[src/rtl/noc_input_buffer.sv]
// -----------------------------------------------------------------------------
// noc_input_buffer
//
// Per-port input FIFO of a mesh router. It sits directly upstream of the
// route-computation stage. Flits arrive from the neighbouring router's output
// link (or from the local core). The head flit is presented show-ahead to
// route computation and is popped on rc_ready. Occupancy is published as a
// registered pressure value. Neighbouring routers use that value for
// congestion-aware adaptive routing.
//
// Ports:
//   buf_clk         in   block clock, rising edge
//   rst_n           in   asynchronous active-low reset
//   link_data_in    in   [DATASIZE-1:0] flit from the upstream link
//   link_valid_in   in   link_data_in valid this cycle
//   link_ready_out  out  buffer can accept a flit this cycle (!full)
//   data_out        out  [DATASIZE-1:0] head flit (show-ahead)
//   valid_out       out  head flit valid (!empty)
//   rc_ready        in   route computation consumes the head flit
//   pressure_out    out  [WIDTH:0] registered occupancy, 0..DEPTH
//   overflow_err    out  sticky: a flit was offered while full
// -----------------------------------------------------------------------------
module noc_input_buffer #(
    parameter int DEPTH    = 8,   // must equal 2**WIDTH
    parameter int WIDTH    = 3,
    parameter int DATASIZE = 40
) (
    input  logic                buf_clk,
    input  logic                rst_n,
    input  logic [DATASIZE-1:0] link_data_in,
    input  logic                link_valid_in,
    output logic                link_ready_out,
    output logic [DATASIZE-1:0] data_out,
    output logic                valid_out,
    input  logic                rc_ready,
    output logic [WIDTH:0]      pressure_out,
    output logic                overflow_err
);

    localparam logic [WIDTH:0]   DEPTH_C   = (WIDTH+1)'(DEPTH);
    localparam logic [WIDTH:0]   CNT_ONE   = (WIDTH+1)'(1);
    localparam logic [WIDTH-1:0] PTR_ONE   = WIDTH'(1);

    logic [DATASIZE-1:0] mem_q [DEPTH];
    logic [WIDTH-1:0]    wr_ptr_q, wr_ptr_d;
    logic [WIDTH-1:0]    rd_ptr_q, rd_ptr_d;
    logic [WIDTH:0]      count_q, count_d;
    logic [WIDTH:0]      pressure_q;
    logic                overflow_q, overflow_d;

    logic full, empty, push, pop;

    // Handshake flags come straight from the count register. They drop to
    // their reset values as soon as rst_n is asserted, without waiting for an edge.
    assign full           = (count_q == DEPTH_C);
    assign empty          = (count_q == '0);
    assign push           = link_valid_in && !full;
    assign pop            = !empty && rc_ready;

    assign link_ready_out = !full;
    assign valid_out      = !empty;
    assign data_out       = mem_q[rd_ptr_q];
    assign pressure_out   = pressure_q;
    assign overflow_err   = overflow_q;

    // NOTE: every signal assigned in always_comb gets a default first, so no latch is inferred.
    always_comb begin
        wr_ptr_d   = wr_ptr_q;
        rd_ptr_d   = rd_ptr_q;
        count_d    = count_q;
        overflow_d = overflow_q;

        if (push) wr_ptr_d = wr_ptr_q + PTR_ONE;  // wraps naturally at DEPTH
        if (pop)  rd_ptr_d = rd_ptr_q + PTR_ONE;

        unique case ({push, pop})
            2'b10:   count_d = count_q + CNT_ONE;
            2'b01:   count_d = count_q - CNT_ONE;
            default: count_d = count_q;
        endcase

        // An offer while full counts as an overflow even when a pop frees a slot
        // in the same cycle. The flit was not accepted, because ready was low.
        if (link_valid_in && full) overflow_d = 1'b1;
    end

    // NOTE: sequential state uses non-blocking assignments only, so every register samples pre-edge values.
    always_ff @(posedge buf_clk or negedge rst_n) begin
        if (!rst_n) begin
            wr_ptr_q   <= '0;
            rd_ptr_q   <= '0;
            count_q    <= '0;
            pressure_q <= '0;
            overflow_q <= 1'b0;
        end else begin
            wr_ptr_q   <= wr_ptr_d;
            rd_ptr_q   <= rd_ptr_d;
            count_q    <= count_d;
            pressure_q <= count_d;   // registered copy of the next count
            overflow_q <= overflow_d;
        end
    end

    // NOTE: the storage array has no reset. Its contents are unobservable while empty, and leaving out the reset keeps it a plain register file.
    always_ff @(posedge buf_clk) begin
        if (push) mem_q[wr_ptr_q] <= link_data_in;
    end

endmodule

[config.mk]
export PLATFORM = sky130hd
export DESIGN_NAME = noc_input_buffer
export DESIGN_NICKNAME = d
export VERILOG_FILES = /design/src/rtl/noc_input_buffer.sv
export SDC_FILE = /design/constraint.sdc
export NUM_CORES = 1
export LEC_CHECK = 0
export CAP_MARGIN = 20
export CORE_ASPECT_RATIO = 0.5
export CORE_MARGIN = 1
export CORE_UTILIZATION = 45
export CTS_BUF_LIST = sky130_fd_sc_hd__clkbuf_2 sky130_fd_sc_hd__clkbuf_4 sky130_fd_sc_hd__clkbuf_8
export DETAILED_ROUTE_END_ITERATION = 8
export PLACE_DENSITY_LB_ADDON = 0.3
export SLEW_MARGIN = 20
export SYNTH_ARGS = -nofsm -noshare
export SYNTH_HDL_FRONTEND = slang
export SYNTH_SLANG_ARGS = --single-unit
export TNS_END_PERCENT = 1
[constraint.sdc]
create_clock -name buf_clk -period 6.3 [get_ports buf_clk]
set_clock_uncertainty 0.05 [all_clocks]
set_input_delay 0.945 -clock buf_clk [delete_from_list [all_inputs] [get_ports buf_clk]]
set_output_delay 0.945 -clock buf_clk [all_outputs]
set_load 0.005 [all_outputs]
==> impl_metrics.toml, run 1 <==
[power_and_ir_drop]
intPower_w = 0.00485
switchingPower_w = 0.00182
total_leakage_power_nw = 5.10
swShare_pct = 27.2
powerDensity_mw_per_mm2 = 436
power_w = 0.00667
p_seq_share_pct = 45.3
vdd_drop_max_mv = 0.200
combinationalPowerShare_pct = 29.9
power.share.clock_pct = 24.8

[worst_setup_path]
critPathRequiredTime_ps = 5300
critPathCaptureType = "primary output"
critPathKind = "register to primary output"
r2r_start = "pressure_out[2]"
start_kind = "register"
critPathLaunch = "rd_ptr_q[0]"
crit_path_top_delay_cell = "dfrtp_4"
arrival_ps = 3590
r2r_slack_ps = 3170
crit_chain = "buf_4 -> mux4_1 -> mux2_2 -> clkdlybuf4s50_1"
critPathTopFamily = "flip-flops"
path_buf_inv = 2
slowest_delay_ps = 1160
worst_r2r_path_depth = 8
crit-reg2reg-capture = "pressure_out[3]"
path_max_fanout = 63

[drt]
drc_errors = 0
ant_nets = 0
routed_wl_mm = 23.7
dr.pass1.iters = 5
drt-initial-drc-count = 478
viasPerCell = 5.36
num_vias = 5754
wl_per_cell_um = 22.1

[timing]
finalMaxSlewViolations = 0
fin_crit_sh_pct = 72.8
setup_viol = 0
slew_headroom_pct = 26.1
tightest_slew_ps = 1110
setup_slack_ps = 1710
period_needed_ps = 4590
max_clock_freq_mhz = 218
rsz0062_at_grt = "false"
finalHoldViolations = 0
tns_ps = 0

[global_routing]
grt_util_all_layers_pct = 16.6
grt_antenna_before_repair = 2
overflow = 0
grt_pass1_wl_mm = 36.3
grt_pass1_vias = 6173
grt_max_degree = 83

[clock_network]
cts_max_level = 2
cts_hold_buf = 0
cts_tree = "yes"
cts_resized = 0
insertion_delay_ps = 550
postCtsSetupBuffers = 0
ctsRootBufferMaster = "clkbuf_8"
clock_sinks = 331
path_clk_slew_ps = 60
numCtsBuffers = 47
clock_path_buffers = 3

[floorplanning]
die_x_um = 242
dieArea_mm2 = 0.0296
io_pins = 91
die_y_um = 122
start_util_pct = 46.4
row_count = 43
design.core.area_mm2 = 0.0280

[worst_hold_path]
min_path_cells = 1
hold_class = "register to register"
hp-start = "overflow_err"
whs_endpoint = "overflow_err"

[yosys]
netlist_area_mm2 = 0.0130
synth_area_leader_cell = "edfxtp_1"
synth_edf_count = 320
syn_nets = 581
yosysWarnings = 0
synth_area_leaders = "edfxtp_1, mux4_1, mux2_2"
avgSynthCellArea_um2 = 24.5
synth.distinct_cells = 33
yosys_register_bits = 331
netlist_instances = 531
synth_commonest_cells = "edfxtp_1, mux4_1, mux2_2"
synth_top_cell_area_share_pct = 74.0
synth-main-ff-cell = "edfxtp_1"
synth.most_common_cell = "edfxtp_1"
yosysSeqAreaShare_pct = 76.1
synth-async-reset-ratio_pct = 3.32

[place]
port_buffers = 90
dp_slack_ps = 2270
dp_hpwl_mm = 12.5
routabilityCongestion = 0.697
dpl_cell_area_mm2 = 0.0144

[cells_and_area]
fin_nets = 708
multiInputGateArea_mm2 = 0.00298
n_fill_cell = 2056
ff_latch_area_mm2 = 0.00989
drive_above_1_share_pct = 20.7
fin_area_mm2 = 0.0153
area_growth_pct = 17.8

[flow_run]
cap_violations = 0

[run_status]
status = "completed"
-- how the worst max path moves through the flow --
stage	slack, ps	to	cells after the start
floorplan	1940	mem_q[0][0]	2
global route	1560	data_out[19]	4
CTS	1650	data_out[19]	4
detailed placement	2270	data_out[19]	4
finish	1710	data_out[19]	4
global placement	2290	data_out[19]	4
-- per-layer routing --
metal / vias up / global-route usage, % / wire (um)
li1: 2588 / - / -
met1: 3009 / 22.7 / 11100
met2: 126 / 27.0 / 11300
met3: 31 / 3.72 / 1060
met4: 0 / 4.63 / 295
met5: - / 0 / 0
-- cell usage in the layout, fill, tap and decap left out, types with 4 or more instances in the layout --
| cell type | n |
|---|---|
| edfxtp_1 | 320 |
| clkbuf_8 | 49 |
| clkbuf_4 | 21 |
| mux2_2 | 42 |
| nand3_1 | 5 |
| buf_4 | 12 |
| dfrtp_1 | 8 |
| inv_1 | 6 |
| nor2_4 | 6 |
| ha_1 | 5 |
| clkinv_1 | 6 |
| nand2_1 | 4 |
| mux4_1 | 79 |
| clkdlybuf4s50_1 | 90 |
| xnor2_1 | 5 |
-- flip-flops by register name (all words and copies together), names as in the netlist --
name	flops
rd_ptr_q	3
wr_ptr_q	3
mem_q	320
overflow_err	1
pressure_out	4
-- cell type report --
cell class / instances / share of cell area, %
clock buffer: 70 / 5.44
timing repair buffer: 103 / 6.65
tap: 382 / 3.12
sequential: 331 / 64.6
clock inverter: 11 / 0.548
inverter: 6 / 0.147
antenna: 2 / 0.0327
multi-input combinational: 169 / 19.4
-- kinds of logic after synthesis --
kind of cell / share of synthesized area [%]
flip-flops: 76.1
AO/OA/AOI/OAI: 0.385
buffers and inverters: 1.44
XOR/XNOR: 0.404
AND/OR/NAND/NOR: 1.10
multiplexers: 20.0
adder cells (fa/ha/maj): 0.636
-- through the flow --
step                util [%]  hold slack (ps)  cells
floorplan                  -              418    531
global placement        51.2              413    990
detailed placement      51.2              422    990
CTS                     54.5              440   1071
global route            54.6              482   1072
finish                  54.6              437   1074
-- power groups by stage --
stage,sequential (W),clock (W),combinational [W]
3_3_place_gp,0.00312,0,0.00193
6_report,0.00302,0.00166,0.00199
4_1_cts,0.00310,0.00169,0.00196
3_5_place_dp,0.00314,0,0.00195
2_1_floorplan,0.00290,0,0.00129
5_1_grt,0.00306,0.00180,0.00214
Note: power is estimated with default switching activity, not from simulation.
==> run 2: changes to the inputs <==
clock period = 3.9 ns   (was 6.3 ns; I/O delays follow)
==> run 2 against run 1 <==
- sequential share of layout area is 0.59 points lower
- first-iteration DRC count decreased by 26%
- critical endpoint is now data_out[39]
- register-to-register slack got worse by 2300 ps
- combinational power up 67%
- via count is the same
- clock-buffer cell count shrank 7
- worst setup slack worse by 1300 ps
- die area unchanged
- clock power increased by 67%
- core utilization rose by 0.50 points
- cell area increased by 0.92%
- cell count up 0.28%
==> impl_metrics.toml, run 2 (synthesized netlist as in run 1, its figures left out) <==
[run_status]
status = "completed"

[worst_setup_path]
slowest_delay_ps = 600
critPathLaunch = "rd_ptr_q[0]"
worst_r2r_path_depth = 7
start_kind = "register"
critPathTopFamily = "multiplexers"
critPathRequiredTime_ps = 3260
r2r_start = "pressure_out[2]"
crit-reg2reg-capture = "pressure_out[3]"
path_max_fanout = 44
path_buf_inv = 2
arrival_ps = 2900
crit_chain = "buf_12 -> mux4_1 -> mux2_2 -> clkdlybuf4s50_1"
critPathKind = "register to primary output"
crit_path_top_delay_cell = "mux4_1"
critPathCaptureType = "primary output"
r2r_slack_ps = 850

[global_routing]
grt_util_all_layers_pct = 16.2
grt_antenna_before_repair = 1
grt_max_degree = 60
overflow = 0
grt_pass1_wl_mm = 35.5
grt_pass1_vias = 6199

[clock_network]
cts_resized = 0
clock_path_buffers = 3
cts_tree = "yes"
ctsRootBufferMaster = "clkbuf_8"
clock_sinks = 331
postCtsSetupBuffers = 0
cts_max_level = 2
path_clk_slew_ps = 60
numCtsBuffers = 47
insertion_delay_ps = 560
cts_hold_buf = 0

[floorplanning]
start_util_pct = 46.4
design.core.area_mm2 = 0.0280
io_pins = 91
dieArea_mm2 = 0.0296
die_y_um = 122
die_x_um = 242
row_count = 43

[power_and_ir_drop]
total_leakage_power_nw = 5.16
powerDensity_mw_per_mm2 = 709
vdd_drop_max_mv = 0.397

[cells_and_area]
drive_above_1_share_pct = 20.6
fin_nets = 711
largest_reg_flops = 320
final_common_cell = "edfxtp_1"
final_cell_mix = "edfxtp_1, clkdlybuf4s50_1, mux4_1"
n_antenna_cell = 0
area_growth_pct = 18.9
fin_util_pct = 55.1
top_register = "mem_q"

[timing]
tightest_slew_ps = 829
tns_ps = 0
max_clock_freq_mhz = 283
setup_slack_ps = 370
setup_viol = 0
finalHoldViolations = 0
finalMaxSlewViolations = 0
fin_hold_ws_ps = 331
period_needed_ps = 3530
fin_crit_sh_pct = 90.5
rsz0062_at_grt = "false"
slew_headroom_pct = 44.7

[place]
port_buffers = 90
routabilityCongestion = 0.730
dp_hpwl_mm = 12.8
dp_slack_ps = 797

[drt]
viasPerCell = 5.34
routed_wl_mm = 23.3
drt-initial-drc-count = 356
ant_nets = 0
drc_errors = 0
num_vias = 5754
dr.pass1.iters = 5
wl_per_cell_um = 21.6

[worst_hold_path]
hold_class = "input port to asynchronous set/reset pin"

[flow_run]
cap_violations = 0
==> run 2: metrics by stage <==
stage                     std cells  cell area [um^2]  total power (W)
final                          1077             15400           0.0110
after global routing           1077             15400           0.0115
after CTS                      1077             15400           0.0111
after detailed placement        994             14500          0.00832
after global placement          994             14500          0.00826
after floorplan                 531             13000          0.00677
==> run 2: final cells by class <==
cell class,count,area [um^2]
multi-input cells,169,2980
well taps,382,478
flip-flops and latches,331,9890
repair buffers,106,1110
inverters,6,22.5
fillers,2050,12600
clock buffers,63,779
clock inverters,20,186
==> run 2: where the power goes <==
group          internal (W)  switching, W  total, W
logic               0.00199       0.00133   0.00332
registers           0.00449      0.000364   0.00486
clock network       0.00156       0.00122   0.00278
==> run 2: how the worst max path moves through the flow <==
stage | endpoint | cells past startpoint
3_3_place_gp | pressure_out[3] | 7
3_5_place_dp | pressure_out[3] | 7
4_1_cts | data_out[34] | 4
6_report | data_out[39] | 4
2_1_floorplan | mem_q[0][0] | 4
5_1_grt | data_out[3] | 4
==> run 2: worst register-to-register path, delay by kind of cell (launching register included) <==
| family | cells | cell delay (ps) |
|---|---|---|
| AO/OA/AOI/OAI | 2 | 250 |
| AND/OR/NAND/NOR | 3 | 1530 |
| flip-flops | 1 | 420 |
| adder cells (fa/ha/maj) | 2 | 670 |
==> run 2: metal layers <==
metal	vias to the layer above	GRT usage, %	share of wire [%]
met5	-	0	0.056
met4	2	4.67	1.1
met3	31	3.90	4.5
met2	124	26.8	49
met1	3005	21.6	45
li1	2592	-	-
